===== config.mk =====
export PLATFORM = sky130hd
export DESIGN_NAME = free_list
export DESIGN_NICKNAME = d
export VERILOG_FILES = /design/src/rtl/free_list.sv
export SDC_FILE = /design/constraint.sdc
export NUM_CORES = 2
export LEC_CHECK = 0
export ABC_AREA = 0
export BUFFER_PORTS_ARGS = -buffer_cell sky130_fd_sc_hd__buf_2
export CAP_MARGIN = 20
export CORE_ASPECT_RATIO = 1.2
export CORE_MARGIN = 10
export CORE_UTILIZATION = 39
export CTS_CLUSTER_SIZE = 20
export DETAILED_ROUTE_END_ITERATION = 16
export HOLD_SLACK_MARGIN = 0.02
export SLEW_MARGIN = 20
export SYNTH_ARGS = -nofsm -noshare
export SYNTH_HDL_FRONTEND = slang
export SYNTH_SLANG_ARGS = --single-unit

===== constraint.sdc =====
create_clock -name clk -period 46 [get_ports clk]
set_input_delay 13.8 -clock clk [delete_from_list [all_inputs] [get_ports clk]]
set_output_delay 13.8 -clock clk [all_outputs]
set_load 0.01 [all_outputs]

===== src/rtl/free_list.sv =====
// Physical-register free list: circular FIFO of free preg numbers with
// per-ROB-tag read-pointer checkpoints for single-cycle mispredict recovery.
module free_list #(
   parameter int unsigned NUM_PREGS = 128,
   parameter int unsigned ARCH_REGS = 32,
   parameter int unsigned ROB_DEPTH = 16,
   localparam int unsigned PREG_W   = $clog2(NUM_PREGS),
   localparam int unsigned ROB_W    = $clog2(ROB_DEPTH)
) (
   input  logic              clk,
   input  logic              rst,
   input  logic              flush_i,
   input  logic              recover_i,
   input  logic [ROB_W-1:0]  recover_tag_i,
   input  logic              checkpoint_take_i,
   input  logic [ROB_W-1:0]  checkpoint_tag_i,
   input  logic              alloc_valid_i,
   output logic              alloc_ready_o,
   output logic [PREG_W-1:0] alloc_preg_o,
   input  logic              free_req_i,
   input  logic [PREG_W-1:0] free_preg_i,
   output logic [PREG_W:0]   free_count_o,
   output logic              overflow_o
);

   localparam int unsigned PTR_W     = PREG_W + 1;
   localparam int unsigned FREE_INIT = NUM_PREGS - ARCH_REGS;

   typedef logic [PREG_W-1:0] mem_t  [NUM_PREGS];
   typedef logic [PTR_W-1:0]  ckpt_t [ROB_DEPTH];

   // Power-on contents: pregs ARCH_REGS..NUM_PREGS-1 are free.
   function automatic mem_t init_mem();
      mem_t m;
      for (int unsigned i = 0; i < NUM_PREGS; i++) begin
         m[i] = (i < FREE_INIT) ? PREG_W'(ARCH_REGS + i) : '0;
      end
      return m;
   endfunction

   mem_t                 mem_q, mem_d;
   logic [PTR_W-1:0]     head_q, head_d;
   logic [PTR_W-1:0]     tail_q, tail_d;
   ckpt_t                ckpt_head_q, ckpt_head_d;
   logic [ROB_DEPTH-1:0] ckpt_valid_q, ckpt_valid_d;
   logic                 overflow_q, overflow_d;

   logic [PTR_W-1:0] count;
   logic             flush_only;
   logic             alloc_fire;
   logic             free_valid;
   logic             free_drop;
   logic             free_fire;

   // Outputs and fire conditions, derived from registered state.
   always_comb begin
      count         = tail_q - head_q;
      alloc_ready_o = (count != '0);
      alloc_preg_o  = mem_q[head_q[PREG_W-1:0]];
      free_count_o  = count;
      overflow_o    = overflow_q;
      flush_only    = flush_i & ~recover_i;
      alloc_fire    = alloc_valid_i & alloc_ready_o & ~recover_i & ~flush_i;
      free_valid    = free_req_i & (free_preg_i != '0) & ~flush_only;
      // A free into a full list is only legal if an alloc makes room this cycle.
      free_drop     = free_valid & (count == PTR_W'(FREE_INIT)) & ~alloc_fire;
      free_fire     = free_valid & ~free_drop;
   end

   // Next-state: flush reinit, else alloc/free then recover or checkpoint.
   always_comb begin
      mem_d        = mem_q;
      head_d       = head_q;
      tail_d       = tail_q;
      ckpt_head_d  = ckpt_head_q;
      ckpt_valid_d = ckpt_valid_q;
      overflow_d   = overflow_q;
      if (flush_only) begin
         mem_d        = init_mem();
         head_d       = '0;
         tail_d       = PTR_W'(FREE_INIT);
         ckpt_valid_d = '0;
         overflow_d   = 1'b0;
      end else begin
         if (alloc_fire) begin
            head_d = head_q + PTR_W'(1);
         end
         if (free_fire) begin
            mem_d[tail_q[PREG_W-1:0]] = free_preg_i;
            tail_d                    = tail_q + PTR_W'(1);
         end
         if (free_drop) begin
            overflow_d = 1'b1;
         end
         if (recover_i) begin
            // Tail is kept: commits continue while the speculative head rewinds.
            if (ckpt_valid_q[recover_tag_i]) begin
               head_d = ckpt_head_q[recover_tag_i];
            end
            ckpt_valid_d = '0;
         end else if (checkpoint_take_i) begin
            ckpt_head_d[checkpoint_tag_i]  = head_q + PTR_W'(alloc_fire);
            ckpt_valid_d[checkpoint_tag_i] = 1'b1;
         end
      end
   end

   // State registers with asynchronous reset to power-on contents.
   always_ff @(posedge clk or posedge rst) begin
      if (rst) begin
         mem_q        <= init_mem();
         head_q       <= '0;
         tail_q       <= PTR_W'(FREE_INIT);
         ckpt_head_q  <= '{default: '0};
         ckpt_valid_q <= '0;
         overflow_q   <= 1'b0;
      end else begin
         mem_q        <= mem_d;
         head_q       <= head_d;
         tail_q       <= tail_d;
         ckpt_head_q  <= ckpt_head_d;
         ckpt_valid_q <= ckpt_valid_d;
         overflow_q   <= overflow_d;
      end
   end

endmodule


# == Yosys cells after proc, flatten, opt, wreduce, memory -nomap -nowiden ==
# Cells that the tools add are included.
# classes
n_addsub,4
n_lt_le_gt_ge,9
n_eq_ne,1
muxes,29
n_bitwise,19
n_reduce_logical,9
# ops
operator,count
two-way mux 896 bit,2
bitwise mux 896 bit,1
bitwise mux 128 bit,1
two-way mux 8 bit,9
binary-select mux 7 bit (select 7 bit),1
demux 7 bit (select 7 bit),1
two-way mux 16 bit,3
binary-select mux 8 bit (select 4 bit),1
demux 8 bit (select 4 bit),1
two-way mux 7 bit,3
adder 8 x 1 -> 8 bit (second input constant),2
>= comparator 8 bit (second input constant),2
inverter 7 -> 8 bit,2
bitwise OR 16 bit,1
>= comparator 5 bit (second input constant),2
< comparator 4 x 5 -> 1 bit (second input constant),2
inverter 4 -> 5 bit,2
AND 1 bit,9
adder 8 x 1 -> 8 bit,1
equality test 8 x 7 -> 1 bit (second input constant),1
< comparator 8 x 1 -> 1 bit (second input constant),1
nonzero test 8 bit,1
subtractor 8 bit,1
nonzero test 7 bit,1
other kinds (10),20
# totals
register_bits,1057
inputBits,22
output_inout_bits,17
word_cells,219

# == Logic depth before layout (Yosys ltp) ==
# logic_depth
word_depth,11
mapped_depth,21
mapped_depth_nobuf,15

# == Least setup slack after synthesis ==
# OpenSTA, ideal clock, no wires.
# synth_path
path_kind,register to output
startpoint,register head_q[1]
endpoint,output port alloc_ready_o
arrival_time_ps,3491
path_slack_ps,28709
path_stages_with_launch,14
path_buffers,6
path_cell_list,dfrtp_1 > clkbuf_1 > inv_1 > buf_1 > buf_2 > buf_1 > ha_1 > nand2b_1 > a211oi_2 > a31o_2 > a211o_1 > buf_6 > buf_2 > or2_2
# synth_via
elab_chain_len,2
# synth_rtl
item,line,rtl
"start, declared",42,"logic [PTR_W-1:0] head_q, head_d;"
"start signal, assigned",112,head_q <= '0;
"start signal, assigned",119,head_q <= head_d;
subtractor 8 bit,57,count = tail_q - head_q;
nonzero test 8 bit,58,alloc_ready_o = (count != '0);
"end, declared",18,"output logic alloc_ready_o,"
# No other way between the ends.

# == Worst setup path in the final report ==
# layout_path
startpoint,register head_q[3]
endpoint,output port alloc_preg_o[2]
# layout_via
elab_chain_len,4
# layout_rtl
item,line,rtl
inverter 7 -> 8 bit (not written as such),59,alloc_preg_o = mem_q[head_q[PREG_W-1:0]];
binary-select mux 7 bit (select 7 bit),59,
two-way mux 7 bit (not written as such) (2 in series),59,
"end, declared",19,"output logic [PREG_W-1:0] alloc_preg_o,"
# No other way between the ends. The select of a mux whose other input is x is not followed.

==> flow_summary.yaml <==
sta:
  setup_viol: 0
  finalHoldViolCount: 0
  holdWs_ns: 0.474
  rsz0062_at_grt: "no"
  fin_crit_ns: 19.04
  fin_setup_tns_ns: 0
  max_slew_margin_pct: 23.5
  fmax_mhz: 52.5
  finalCritPeriodShare_pct: 41.4
  fin_skew_ns: 0.0429
  report.final.slew_viol_count: 0
  max_slew.worst_pin.slew_ns: 1.15
route:
  vias_per_cell: 5.86
  wire_per_inst_um: 24.9
  drc: 0
  drt-total-wl_mm: 160
  dr_total_vias: 37538
  drtIter0Drc: 3806
  dr.pass1.iters: 5
  antenna_left: 0
pwr:
  switching_share_pct: 28.4
  p_sw_mw: 0.643
  p_per_area_nw_per_um2: 39.0
  power_mw: 2.27
  ir_worst_vdd_mv: 0.0334
  power_frac_clock_pct: 42.9
  p_int_mw: 1.62
  p_leak_nw: 21.8
  seq_power_share_pct: 43.1
  combPwrFrac_pct: 14.0
clock_network:
  cts_made_buffers: 108
  clockBufferDepth: 3
  cts_resized: 0
  cts_hold_buffers: 0
  h-tree-depth: 3
  root_buffer: "clkbuf_16"
  numClockSinks: 1057
  cts.clk_slew.worst_paths_ns: 0.06
  cts_tree: "yes"
  postCtsSetupRepairBufs: 0
  clkLatencyLatePin_ns: 0.74
synthesis:
  ys.warnings.count: 0
  synth_edf_count: 0
  yosys-top-cells-area: "dfrtp_1 33%, dfstp_2 19%, mux2i_1 11%, mux4_2 9.6%, nand2_1 4.8%"
  synth_top_area_share_pct: 32.7
  synth_ff_type: "dfrtp_1"
  yosys.area.top_type: "dfrtp_1"
  yosysMostFrequentCell: "dfrtp_1"
  seq_area_frac_synth_pct: 51.2
  synth.avg_cell_area_sq_um: 11.1
  synth_seq_cells: 1057
  synthTopCellsByCount: "687 x dfrtp_1, 673 x nand2_1, 560 x mux2i_1"
  synth_cell_type_count: 68
  synthCells: 4720
  netlist_area_sq_um: 52500
  synthArstFlopShare_pct: 100
  syn_nets: 4754
die:
  row_count: 147
  pin_count: 39
  die_h_um: 422
  dieArea_sq_um: 150000
  initial_core_util_pct: 39.2
  die_width_um: 355
  core_area_sq_um: 134000
final_layout:
  final_util_pct: 43.4
  diodes: 0
  area_growth_syn_to_layout_pct: 10.5
  drive_gt1_share_pct: 23.7
  nNetsFinal: 4561
grt:
  grt_overflow: 0
  grt_first_pass_wirelength_mm: 246
  grt_pass1_vias: 37998
  grt.total_usage_pct: 21.0
  grt_max_degree: 204
  antenna_found_initial: 4
setup_path:
  r2r_cells: 11
  cp_max_fo: 37
  start_kind: "flop"
  r2r_slack_ns: 39.91
  end_kind: "output pin"
  startpoint: "head_q[3]$_DFF_PP0_"
  setup.worst_path.class: "reg -> out"
  r2r_end: "mem_q[743]$_DFFE_PP0P_"
  crit_required_ns: 32.20
  endpoint: "alloc_preg_o[2]"
  reg2reg_from: "head_q[3]$_DFF_PP0_"
  arrival_ns: 5.24
run_status:
  status: "finished clean"
flow_run:
  drv_cap: 0
hold_path:
  hold_path_class: "reg -> reg"
  whs_path_depth: 2
placed_design:
  portBuffers: 38
  dp_hpwl_mm: 98.6
  place_congestion: 0.863
-- per-layer routing --
layer	vias to the layer above	global-route usage [%]	share of wire (%)	routed length [um]
met5	-	0	0.016	25
met3	317	3.32	6.2	9930
met2	1226	33.9	48	76400
met1	19406	28.1	42	67100
met4	4	8.28	4.0	6360
li1	16585	-	-	-
-- critical path, cell delays in order (launching register included) --
cell and delay (ns):
dfrtp_2 0.83, clkinv_1 0.61, nor2_4 0.50, buf_4 0.60, a2111oi_0 0.27, a221oi_1 0.33
nand2_1 0.26, o211ai_1 0.74, buf_2 0.27
-- sequential cells by signal (all words and copies together), names as in the netlist --
signal	flops
mem_q	896
head_q	8
ckpt_valid_q	16
overflow_o	1
tail_q	8
ckpt_head_q	128
-- worst min path at each step --
stage,end,start,slack (ns)
global route,ckpt_valid_q[2]$_DFFE_PP0P_,ckpt_valid_q[2]$_DFFE_PP0P_,0.49
detailed placement,ckpt_valid_q[3]$_DFFE_PP0P_,ckpt_valid_q[3]$_DFFE_PP0P_,0.46
CTS,ckpt_valid_q[3]$_DFFE_PP0P_,ckpt_valid_q[3]$_DFFE_PP0P_,0.47
floorplan,ckpt_valid_q[1]$_DFFE_PP0P_,ckpt_valid_q[1]$_DFFE_PP0P_,0.44
finish,ckpt_valid_q[9]$_DFFE_PP0P_,ckpt_valid_q[9]$_DFFE_PP0P_,0.47
global placement,ckpt_valid_q[10]$_DFFE_PP0P_,ckpt_valid_q[10]$_DFFE_PP0P_,0.45
-- power groups by stage --
| stage | Combinational, mW | Sequential (mW) | Clock (mW) |
|---|---|---|---|
| floorplan | 0.217 | 0.979 | 0 |
| global placement | 0.310 | 0.990 | 0 |
| detailed placement | 0.313 | 0.991 | 0 |
| CTS | 0.314 | 0.976 | 0.986 |
| global route | 0.335 | 0.978 | 1.03 |
| finish | 0.318 | 0.976 | 0.971 |
-- area by class of cell --
cell class                 instances  area (sq um)
tap                             1788          2240
inverter                          15          65.1
multi-input combinational       3196         23800
fill                           12572         75800
timing repair buffer             149          1090
clock buffer                     157          3110
clock inverter                    48           803
sequential                      1057         26900
-- stage by stage --
step | cells | setup slack (ns) | instance area [sq um]
finish | 6410 | 26.96 | 58100
global route | 6410 | 26.75 | 58100
CTS | 6409 | 26.99 | 58000
detailed placement | 6204 | 27.68 | 54100
global placement | 6203 | 27.72 | 54100
floorplan | 4720 | 3.06 | 52500
-- layout by cell type (no fill, tap or decap), types with 10 or more instances in the layout --
| cell | Yosys | layout |
|---|---|---|
| dfrtp_1 | 687 | 682 |
| nand2_1 | 673 | 666 |
| mux2i_1 | 560 | 560 |
| a21oi_1 | 397 | 386 |
| dfstp_2 | 370 | 370 |
| nor3_1 | 244 | 242 |
| mux4_2 | 223 | 223 |
| nor2_1 | 212 | 203 |
| o21ai_0 | 198 | 198 |
| nand3_1 | 180 | 179 |
| o21ai_1 | 133 | 133 |
| clkbuf_16 | 0 | 109 |
| buf_4 | 14 | 103 |
| a211oi_1 | 52 | 51 |
| nor4_4 | 47 | 47 |
| buf_2 | 90 | 39 |
| o221ai_1 | 37 | 37 |
| mux2_2 | 35 | 35 |
| a21oi_2 | 23 | 34 |
| clkbuf_1 | 294 | 28 |
| o211ai_1 | 27 | 27 |
| clkbuf_8 | 0 | 20 |
| clkinv_2 | 0 | 19 |
| bufinv_16 | 0 | 19 |
| o22ai_1 | 13 | 13 |
| ha_1 | 11 | 11 |
| nand2b_1 | 12 | 10 |
| inv_1 | 12 | 10 |
-- kinds of logic (layout without fill, tap and decap cells) --
kind of cell	after synthesis	in the layout	synth area share, %
multiplexers	818	818	21.0
flip-flops	1057	1057	51.2
AND/OR/NAND/NOR	1412	1412	13.0
adder cells (fa/ha/maj)	12	12	0.300
XOR/XNOR	15	15	0.250
AO/OA/AOI/OAI	939	939	10.4
buffers and inverters	467	369	3.87
No activity file was read; power rests on OpenSTA's default activity.
